## src/rtl/mulseq_pkg.sv

```systemverilog
// Shared widths, state/step encodings and partial-product placement for mulseq4848.
package mulseq_pkg;

    localparam int unsigned HWID  = 24;
    localparam int unsigned OPWID = 2 * HWID;
    localparam int unsigned RSWID = 2 * OPWID;

    typedef enum logic [1:0] {
        ST_IDLE = 2'd0,
        ST_MUL  = 2'd1,
        ST_DONE = 2'd2
    } state_t;

    // Step index bit 1 selects the high half of ra, bit 0 the high half of rb
    localparam logic [1:0] STEP_LL = 2'd0;
    localparam logic [1:0] STEP_LH = 2'd1;
    localparam logic [1:0] STEP_HL = 2'd2;
    localparam logic [1:0] STEP_HH = 2'd3;

    localparam int unsigned SHIFT_LL = 0;
    localparam int unsigned SHIFT_LH = HWID;
    localparam int unsigned SHIFT_HL = HWID;
    localparam int unsigned SHIFT_HH = OPWID;

    // Zero-extend a partial product and move it to its weight for the given step
    function automatic logic [RSWID-1:0] place_pp(input logic [OPWID-1:0] pp,
                                                  input logic [1:0]       step);
        logic [RSWID-1:0] ext;
        ext = RSWID'(pp);
        case (step)
            STEP_LL: place_pp = ext << SHIFT_LL;
            STEP_LH: place_pp = ext << SHIFT_LH;
            STEP_HL: place_pp = ext << SHIFT_HL;
            default: place_pp = ext << SHIFT_HH;
        endcase
    endfunction

endpackage

```

## src/rtl/i2424vedic.sv

```systemverilog
// 24x24 -> 48 unsigned combinational multiplier, vertical-and-crosswise on 12-bit halves.
module i2424vedic (
    input  logic [23:0] i_a,
    input  logic [23:0] i_b,
    output logic [47:0] o_p
);

    logic [23:0] w_ll;
    logic [23:0] w_lh;
    logic [23:0] w_hl;
    logic [23:0] w_hh;
    logic [24:0] w_cross;

    assign w_ll = 24'(i_a[11:0])  * 24'(i_b[11:0]);
    assign w_lh = 24'(i_a[11:0])  * 24'(i_b[23:12]);
    assign w_hl = 24'(i_a[23:12]) * 24'(i_b[11:0]);
    assign w_hh = 24'(i_a[23:12]) * 24'(i_b[23:12]);

    // Crosswise terms share weight 2^12 and are summed before placement
    assign w_cross = 25'(w_lh) + 25'(w_hl);
    assign o_p     = {w_hh, w_ll} + (48'(w_cross) << 12);

endmodule

```

## src/rtl/mulseq4848.sv

```systemverilog
// 48x48 unsigned multiplier sequencing one shared 24x24 multiplier over four steps.
// Define MULSEQ_PIPE_EN to register the multiplier output (adds one MUL cycle).
module mulseq4848
    import mulseq_pkg::*;
(
    input  logic             clk,
    input  logic             rst,
    input  logic             in_vld,
    output logic             in_rdy,
    input  logic [OPWID-1:0] in_a,
    input  logic [OPWID-1:0] in_b,
    output logic             out_vld,
    input  logic             out_rdy,
    output logic [RSWID-1:0] out_rslt,
    output logic             busy
);

`ifdef MULSEQ_PIPE_EN
    localparam logic [2:0] LAST_CYC = 3'd4;
`else
    localparam logic [2:0] LAST_CYC = 3'd3;
`endif

    state_t           r_state;
    state_t           w_state_nxt;
    logic [2:0]       r_cyc;
    logic [2:0]       w_cyc_nxt;
    logic [OPWID-1:0] r_ra;
    logic [OPWID-1:0] r_rb;
    logic [OPWID-1:0] w_ra_nxt;
    logic [OPWID-1:0] w_rb_nxt;
    logic [RSWID-1:0] r_acc;
    logic [RSWID-1:0] w_acc_nxt;
    logic             r_in_rdy;
    logic             r_out_vld;
    logic             r_busy;
    logic             w_in_rdy_nxt;
    logic             w_out_vld_nxt;
    logic             w_busy_nxt;

    logic [1:0]       w_issue_step;
    logic [HWID-1:0]  w_mul_a;
    logic [HWID-1:0]  w_mul_b;
    logic [OPWID-1:0] w_pp;
    logic             w_add_en;
    logic [OPWID-1:0] w_add_pp;
    logic [1:0]       w_add_step;

    // Operand mux into the shared multiplier
    assign w_issue_step = r_cyc[1:0];
    assign w_mul_a      = w_issue_step[1] ? r_ra[OPWID-1:HWID] : r_ra[HWID-1:0];
    assign w_mul_b      = w_issue_step[0] ? r_rb[OPWID-1:HWID] : r_rb[HWID-1:0];

    i2424vedic u_mul (
        .i_a (w_mul_a),
        .i_b (w_mul_b),
        .o_p (w_pp)
    );

`ifdef MULSEQ_PIPE_EN
    logic [OPWID-1:0] r_pp;
    logic [1:0]       r_pp_step;
    logic             r_pp_vld;

    // Product register; accumulation trails issue by one cycle
    always_ff @(posedge clk or posedge rst) begin
        if (rst) begin
            r_pp      <= '0;
            r_pp_step <= STEP_LL;
            r_pp_vld  <= 1'b0;
        end else begin
            r_pp      <= w_pp;
            r_pp_step <= w_issue_step;
            r_pp_vld  <= (r_state == ST_MUL) && (r_cyc != LAST_CYC);
        end
    end

    assign w_add_en   = r_pp_vld;
    assign w_add_pp   = r_pp;
    assign w_add_step = r_pp_step;
`else
    assign w_add_en   = (r_state == ST_MUL);
    assign w_add_pp   = w_pp;
    assign w_add_step = w_issue_step;
`endif

    always_ff @(posedge clk or posedge rst) begin
        if (rst) begin
            r_state   <= ST_IDLE;
            r_cyc     <= 3'd0;
            r_ra      <= '0;
            r_rb      <= '0;
            r_acc     <= '0;
            r_in_rdy  <= 1'b1;
            r_out_vld <= 1'b0;
            r_busy    <= 1'b0;
        end else begin
            r_state   <= w_state_nxt;
            r_cyc     <= w_cyc_nxt;
            r_ra      <= w_ra_nxt;
            r_rb      <= w_rb_nxt;
            r_acc     <= w_acc_nxt;
            r_in_rdy  <= w_in_rdy_nxt;
            r_out_vld <= w_out_vld_nxt;
            r_busy    <= w_busy_nxt;
        end
    end

    always_comb begin
        w_state_nxt = r_state;
        w_cyc_nxt   = r_cyc;
        w_ra_nxt    = r_ra;
        w_rb_nxt    = r_rb;
        w_acc_nxt   = r_acc;

        case (r_state)
            ST_IDLE: begin
                if (in_vld && r_in_rdy) begin
                    w_ra_nxt    = in_a;
                    w_rb_nxt    = in_b;
                    w_acc_nxt   = '0;
                    w_cyc_nxt   = 3'd0;
                    w_state_nxt = ST_MUL;
                end
            end
            ST_MUL: begin
                if (w_add_en) begin
                    w_acc_nxt = r_acc + place_pp(w_add_pp, w_add_step);
                end
                w_cyc_nxt = r_cyc + 3'd1;
                if (r_cyc == LAST_CYC) begin
                    w_cyc_nxt   = 3'd0;
                    w_state_nxt = ST_DONE;
                end
            end
            ST_DONE: begin
                if (out_rdy) begin
                    w_state_nxt = ST_IDLE;
                end
            end
            default: begin
                w_state_nxt = ST_IDLE;
            end
        endcase

        // Handshake flags are pure functions of the next state, so they register cleanly
        w_in_rdy_nxt  = (w_state_nxt == ST_IDLE);
        w_out_vld_nxt = (w_state_nxt == ST_DONE);
        w_busy_nxt    = (w_state_nxt != ST_IDLE);
    end

    assign in_rdy   = r_in_rdy;
    assign out_vld  = r_out_vld;
    assign busy     = r_busy;
    assign out_rslt = r_acc;

endmodule
```

## config.mk

```make
export PLATFORM = sky130hd
export DESIGN_NAME = mulseq4848
export DESIGN_NICKNAME = d
export VERILOG_FILES = /design/src/rtl/mulseq_pkg.sv /design/src/rtl/i2424vedic.sv /design/src/rtl/mulseq4848.sv
export SDC_FILE = /design/constraint.sdc
export NUM_CORES = 2
export LEC_CHECK = 0
export CORE_MARGIN = 5
export CORE_UTILIZATION = 29
export CTS_CLUSTER_DIAMETER = 50
export CTS_CLUSTER_SIZE = 20
export DETAILED_ROUTE_END_ITERATION = 16
export SETUP_SLACK_MARGIN = 0.5
export SLEW_MARGIN = 25
export SYNTH_ARGS = -nofsm -noshare
export SYNTH_HDL_FRONTEND = slang
export SYNTH_HIERARCHICAL = 1
export SYNTH_SLANG_ARGS = --single-unit
```

## constraint.sdc

```tcl
create_clock -name clk -period 10.4 [get_ports clk]
set_input_delay 2.08 -clock clk [delete_from_list [all_inputs] [get_ports clk]]
set_output_delay 2.08 -clock clk [all_outputs]
set_load 0.02 [all_outputs]
```

* After elaboration in Yosys (flattened, before gate mapping) *
Index checks and enable logic that the tools add are counted.

storage, ports and cells
  register bits = 200
  bits of input ports = 100

operators by class
  reduce and logical (&&, ||, !) cells = 9
  add/subtract/negate cells = 4
  muxes and demuxes = 13
  multipliers = 4
  eq/ne operators = 7

operators by type and width
  cell                   count
  $pmux W96 S2           2
  $mux W96               2
  $add A96 B96 Y96       1
  $mul A12 B12 Y24       4
  $add A48 B37 Y48       1
  $mux W24               2
  $add A24 B24 Y25       1
  $eq A2 B2 Y1 const B   3
  $logic_not A2 Y1       3
  $mux W2                3
  $mux W3                2
  $pmux W2 S3            1
  $pmux W3 S2            1
  $eq A2 B1 Y1 const B   2
  $reduce_and A2 Y1      2
  $reduce_bool A2 Y1     2
  $add A3 B1 Y3 const B  1
  $eq A3 B2 Y1 const B   1
  $ne A2 B2 Y1 const B   1
  $reduce_or A2 Y1       1
  $logic_and A1 B1 Y1    1

* Logic depth before layout (Yosys ltp) *
  depth in word-level cells = 8
  gate-level depth with buffers = 51
  depth with buffers taken out = 47

* Modules after synthesis *
The synthesis kept the hierarchy.

modules (own cells, without submodules)
  module      times used  cells an instance  area an instance (um2)
  i2424vedic  1           2377               20276.9
  mulseq4848  1           1836               14636.5

* Worst setup path before layout *
OpenSTA, ideal clock, no wires.

  path kind = register -> register
  start point = register r_cyc[0]
  end point = register r_acc[92] (netlist: out_rslt[92])
  period minus slack after synthesis = 11.347 ns
  buffers on the path = 4
  data arrival time = 11.279 ns
  path slack = -0.947 ns
  cell stages (with the launch flop) = 46
  cell sequence = dfrtp_1 -> clkbuf_1 -> clkbuf_1 -> mux2_2 -> clkbuf_1 -> and2_1 -> fa_1 -> inv_1 -> fa_1 -> fa_1 -> fa_1 -> inv_1 -> fa_1 -> fa_1 -> inv_1 -> fa_1 -> inv_1 -> ha_1 -> [10 not listed] -> a21oi_1 -> o31a_1 -> o21ai_1 -> nand3_1 -> xnor2_1 -> a22o_1 -> ha_1 -> clkbuf_1 -> a21oi_1 -> o21ai_0 -> a21oi_1 -> nor2_1 -> o41ai_1 -> nand3_1 -> o31ai_2 -> o211a_1 -> mux2_2 -> nand3_1

between the ends
  longest elaborated chain between the ends = 8
  elaborated cells on any way between the ends = 15
  classes of those cells = add/sub: 3; mul: 4; eq/ne: 2; mux: 4; reduce/logical: 2

RTL lines
  element                   line               source
  start: declaration        mulseq4848.sv:26   logic [2:0] r_cyc;
  start signal: assignment  mulseq4848.sv:99   r_cyc <= w_cyc_nxt;
  $mux W24 (*)              mulseq4848.sv:52   assign w_mul_b = w_issue_step[0] ? r_rb[OPWID-1:HWID] : r_rb[HWID-1:0];
  named net w_mul_b[14]     mulseq4848.sv:43   logic [HWID-1:0] w_mul_b;
  $mul A12 B12 Y24          i2424vedic.sv:15   assign w_lh = 24'(i_a[11:0]) * 24'(i_b[23:12]);
  $add A24 B24 Y25          i2424vedic.sv:20   assign w_cross = 25'(w_lh) + 25'(w_hl);
  $add A48 B37 Y48 (*)      i2424vedic.sv:21   assign o_p = {w_hh, w_ll} + (48'(w_cross) << 12);
  named net w_add_pp[43]    mulseq4848.sv:46   logic [OPWID-1:0] w_add_pp;
  $pmux W96 S2 (*)          mulseq_pkg.sv:30   case (step)
  $mux W96 (*)              mulseq4848.sv:116  case (r_state)
  $add A96 B96 Y96 (*)      mulseq4848.sv:128  w_acc_nxt = r_acc + place_pp(w_add_pp, w_add_step);
  $pmux W96 S2 (*)          mulseq4848.sv:116
  end signal: assignment    mulseq4848.sv:102  r_acc <= w_acc_nxt;
  end: declaration          mulseq4848.sv:32   logic [RSWID-1:0] r_acc;

Mark *: on every way through the listed nets, which the timed path passes. The rest lies on a longest branch. The select of a mux whose other input is x is not followed.
A chain may end at the register's enable or synchronous reset.

* Final worst setup path *
  start point = register r_cyc[1]
  end point = register r_acc[90] (netlist: out_rslt[90])

between the ends
  longest elaborated chain between the ends = 8
  elaborated cells on any way between the ends = 15
  classes of those cells = add/sub: 3; mul: 4; eq/ne: 2; mux: 4; reduce/logical: 2

RTL lines
  element                 line               source
  $mux W24 (*)            mulseq4848.sv:51   assign w_mul_a = w_issue_step[1] ? r_ra[OPWID-1:HWID] : r_ra[HWID-1:0];
  named net w_mul_a[4]    mulseq4848.sv:42   logic [HWID-1:0] w_mul_a;
  $mul A12 B12 Y24        i2424vedic.sv:15
  $add A24 B24 Y25        i2424vedic.sv:20
  $add A48 B37 Y48 (*)    i2424vedic.sv:21
  named net w_add_pp[47]  mulseq4848.sv:46
  $pmux W96 S2 (*)        mulseq_pkg.sv:30
  $mux W96 (*)            mulseq4848.sv:116
  $add A96 B96 Y96 (*)    mulseq4848.sv:128
  $pmux W96 S2 (*)        mulseq4848.sv:116

Marked as above.

==> results.tsv <==
metric	value	unit
Highest Clock Rate	0.0909	GHz
Synth Instances	4213	
drt drc	0	
DR WL/cell	18.2	µm
detailed-placement wirelength estimate	97800	µm
IO Count	199	
GR Util All Layers	18.6	%
IO Port Bufs	198	
Top Layer Used	met5	
critical path type	reg -> reg	
failing checks	setup timing	
CTS root buf	clkbuf_16	
Hold Vio Cnt, Final	0	
vias per cell	4.82	
final instance area	46800	µm²
Placer Congestion	0.938	
Setup crit start kind	flip-flop	
largest area contributor in the netlist	fa_1	
CTS Buf Count	17	
first-pass GRT wire length	186000	µm
Worst-Skew Late Latency	0.53	ns
Fin Setup TNS	-20.75	ns
clock slew at reported path FFs	0.09	ns
syn_nets	5113	
largest net degree at the start of global routing	98	
DIE AREA	127000	µm²
Final Critical Period	11.00	ns
WL final	120000	µm
Met1 Wirelength	56900	µm
vias	31777	
RSZ-0062 raised after global routing	yes	
CTS tree	done	
Final WS setup	-0.600	ns
vias in the first global route	31962	
number of routed nets with antenna violations	0	
Yosys warnings	6	
post-synthesis sequential area ratio	14.3	%
Mapped Area	34900	µm²
slew margin rel.	31.0	%
Tcrit/Tclk final	106	%
initial antenna violation count	3	
Finished Layout Cells	6595	
Layout area overhead	34.1	%
Synth async-reset ratio	100	%
core box area	120000	µm²
Main synth FF type	dfrtp_1	
grt ovf	0	
Sinks on Clock Net	200	
Max clock buf depth	2	
Worst EP required	10.80	ns
Placed Cells	6469	
synthesized area per cell	8.29	µm²
top-area cell type share of the netlist area	25.5	%
H-tree levels	4	
final net count	5869	
Yosys cell types	83	
WP data arrival	11.40	ns
Starting DRT DRC Count	2166	
Met2 Wirelength	52300	µm
CP max stage delay	0.53	ns
FP Rows	127	
met3 WL post-DR	8420	µm
placement-stage cell area	43600	µm²
cell mode on critical path	fa_1	
EDFF count, synth	0	
Initial Util	29.1	%
TritonRoute pass-1 iters	5	
Die Span X	357	µm
status	finished with violations	
worst clock skew	0.0380	ns
max-capacitance violation count	0	
worst hold-check path type	reg -> reg	
slowest library cell on the worst path	fa_1	
Yosys reg bits	200	
final max-slew violation count	0	
critical path fanouts, max	8	
fraction of layout cells with a size suffix above 1	23.2	%
Worst Tran Pin Value	1.03	ns
final setup vio count	54	
Die Y	357	µm
synth top area cells	fa_1 (26%), dfrtp_1 (14%), ha_1 (13%)	
Crit. End Element	flip-flop	
## kinds of logic after synthesis
group | after synthesis | synth area share (%)
compound gates | 703 | 13.1
xor+xnor | 169 | 4.24
fa+ha+maj | 800 | 38.2
buf+inv | 791 | 8.52
flops | 200 | 14.3
mux | 52 | 1.67
simple gates | 1498 | 19.9
## critical path: cells and delay by family, from the launching register on
family | cells | cell delay [ns]
AOI/OAI and AO/OA | 13 | 2.80
DFF | 1 | 0.45
adders and majority gates | 10 | 4.29
buffers and inverters | 12 | 1.33
muxes | 1 | 0.35
and+or+nand+nor | 8 | 1.25
xor gates and xnor gates | 3 | 0.41
## stage by stage
| stage | utilization [%] | hold WS (ns) | setup slack [ns] |
|---|---|---|---|
| floorplan | - | 0.440 | 0.103 |
| global placement | 36.4 | 0.453 | -0.689 |
| detailed placement | 36.4 | 0.460 | -0.799 |
| CTS | 37.9 | 0.482 | -0.576 |
| global route | 39.1 | 0.502 | -0.973 |
| finish | 39.1 | 0.477 | -0.600 |
## per-layer routing
metal | up-vias | global-route usage (%)
li1 | 15102 | -
met3 | 141 | 3.79
met5 | - | 0
met2 | 935 | 28.4
met1 | 15595 | 27.1
met4 | 4 | 4.19
## sequential cells by signal, indices dropped and copies added, names as in the netlist
name	count
out_rslt	96
r_ra	48
r_rb	48
r_cyc	3
r_state	2
busy	1
in_rdy	1
out_vld	1
## layout make-up
cell class / instances / area, µm²
multi-input cells: 3223 / 29100
well taps: 1612 / 2020
inverters: 593 / 2230
repair buffers: 934 / 7840
fillers: 12121 / 73000
diodes: 1 / 2.50
clock buffers: 18 / 429
clock inverters: 14 / 160
flip-flops and latches: 200 / 5010
## synthesized netlist by cell type, types with 12 or more instances
master    number
and3_1        12
a21o_1        59
o21ai_1       16
nor3_1        34
a31oi_1       14
nand3_1       46
dfrtp_1      199
nand4_1       39
nand2_1      846
ha_1         355
a211oi_1      16
fa_1         445
and2_1       311
inv_1        593
o21a_1        24
o21bai_1      36
o31ai_1       12
xnor2_1      119
xor2_1        50
o21ai_0      189
clkbuf_1     191
nor2b_1       21
mux2_2        49
a21oi_1      186
or3_1         18
nand2b_1      17
nor2_1       115
a22o_1        44
## repair_timing
| item | in CTS | in global routing |
|---|---|---|
| buffers inserted | 37 | 54 |
| resized for setup | 195 | 192 |
| hold buffers | 0 | 0 |
| cloned | 2 | 0 |
| setup endpoints to repair | 66 | 70 |
| pin swaps | 62 | 161 |
## final timing paths
check                      startpoint      endpoint  slack, ns  cells past startpoint
setup / recovery             r_cyc[1]  out_rslt[90]      -0.60                     47
hold / removal               r_rb[45]      r_rb[45]       0.48                      2
setup reg to reg             r_cyc[1]  out_rslt[90]      -0.60                     47
hold reg to reg              r_rb[45]      r_rb[45]       0.48                      2
max in group asynchronous         rst  out_rslt[19]       7.24                      3
min in group asynchronous         rst  out_rslt[94]       2.02                      2
## cells in the final DEF (no fill, tap or decap), types with 15 or more instances in the layout
cell type,netlist,final
nand2_1,846,828
clkbuf_16,0,17
fa_1,445,442
a21oi_1,186,123
nor2b_1,21,15
mux2_2,49,28
inv_1,593,587
o21ai_2,1,25
a21o_1,59,59
xor2_1,50,48
clkdlybuf4s50_1,0,198
nor2_1,115,98
dfrtp_1,199,198
nor3_1,34,25
xnor2_2,0,16
buf_6,0,39
nand3_1,46,38
ha_4,0,34
a22o_1,44,38
o21ai_1,16,52
a21oi_2,4,57
o21bai_1,36,34
xnor2_1,119,97
mux2_4,0,22
ha_1,355,313
nand4_1,39,39
buf_4,0,682
o21ai_0,189,124
and2_1,311,299
o21a_1,24,24
Power is not shown: default switching activity piles up to over one toggle a cycle in this logic, so the estimate is an artifact.
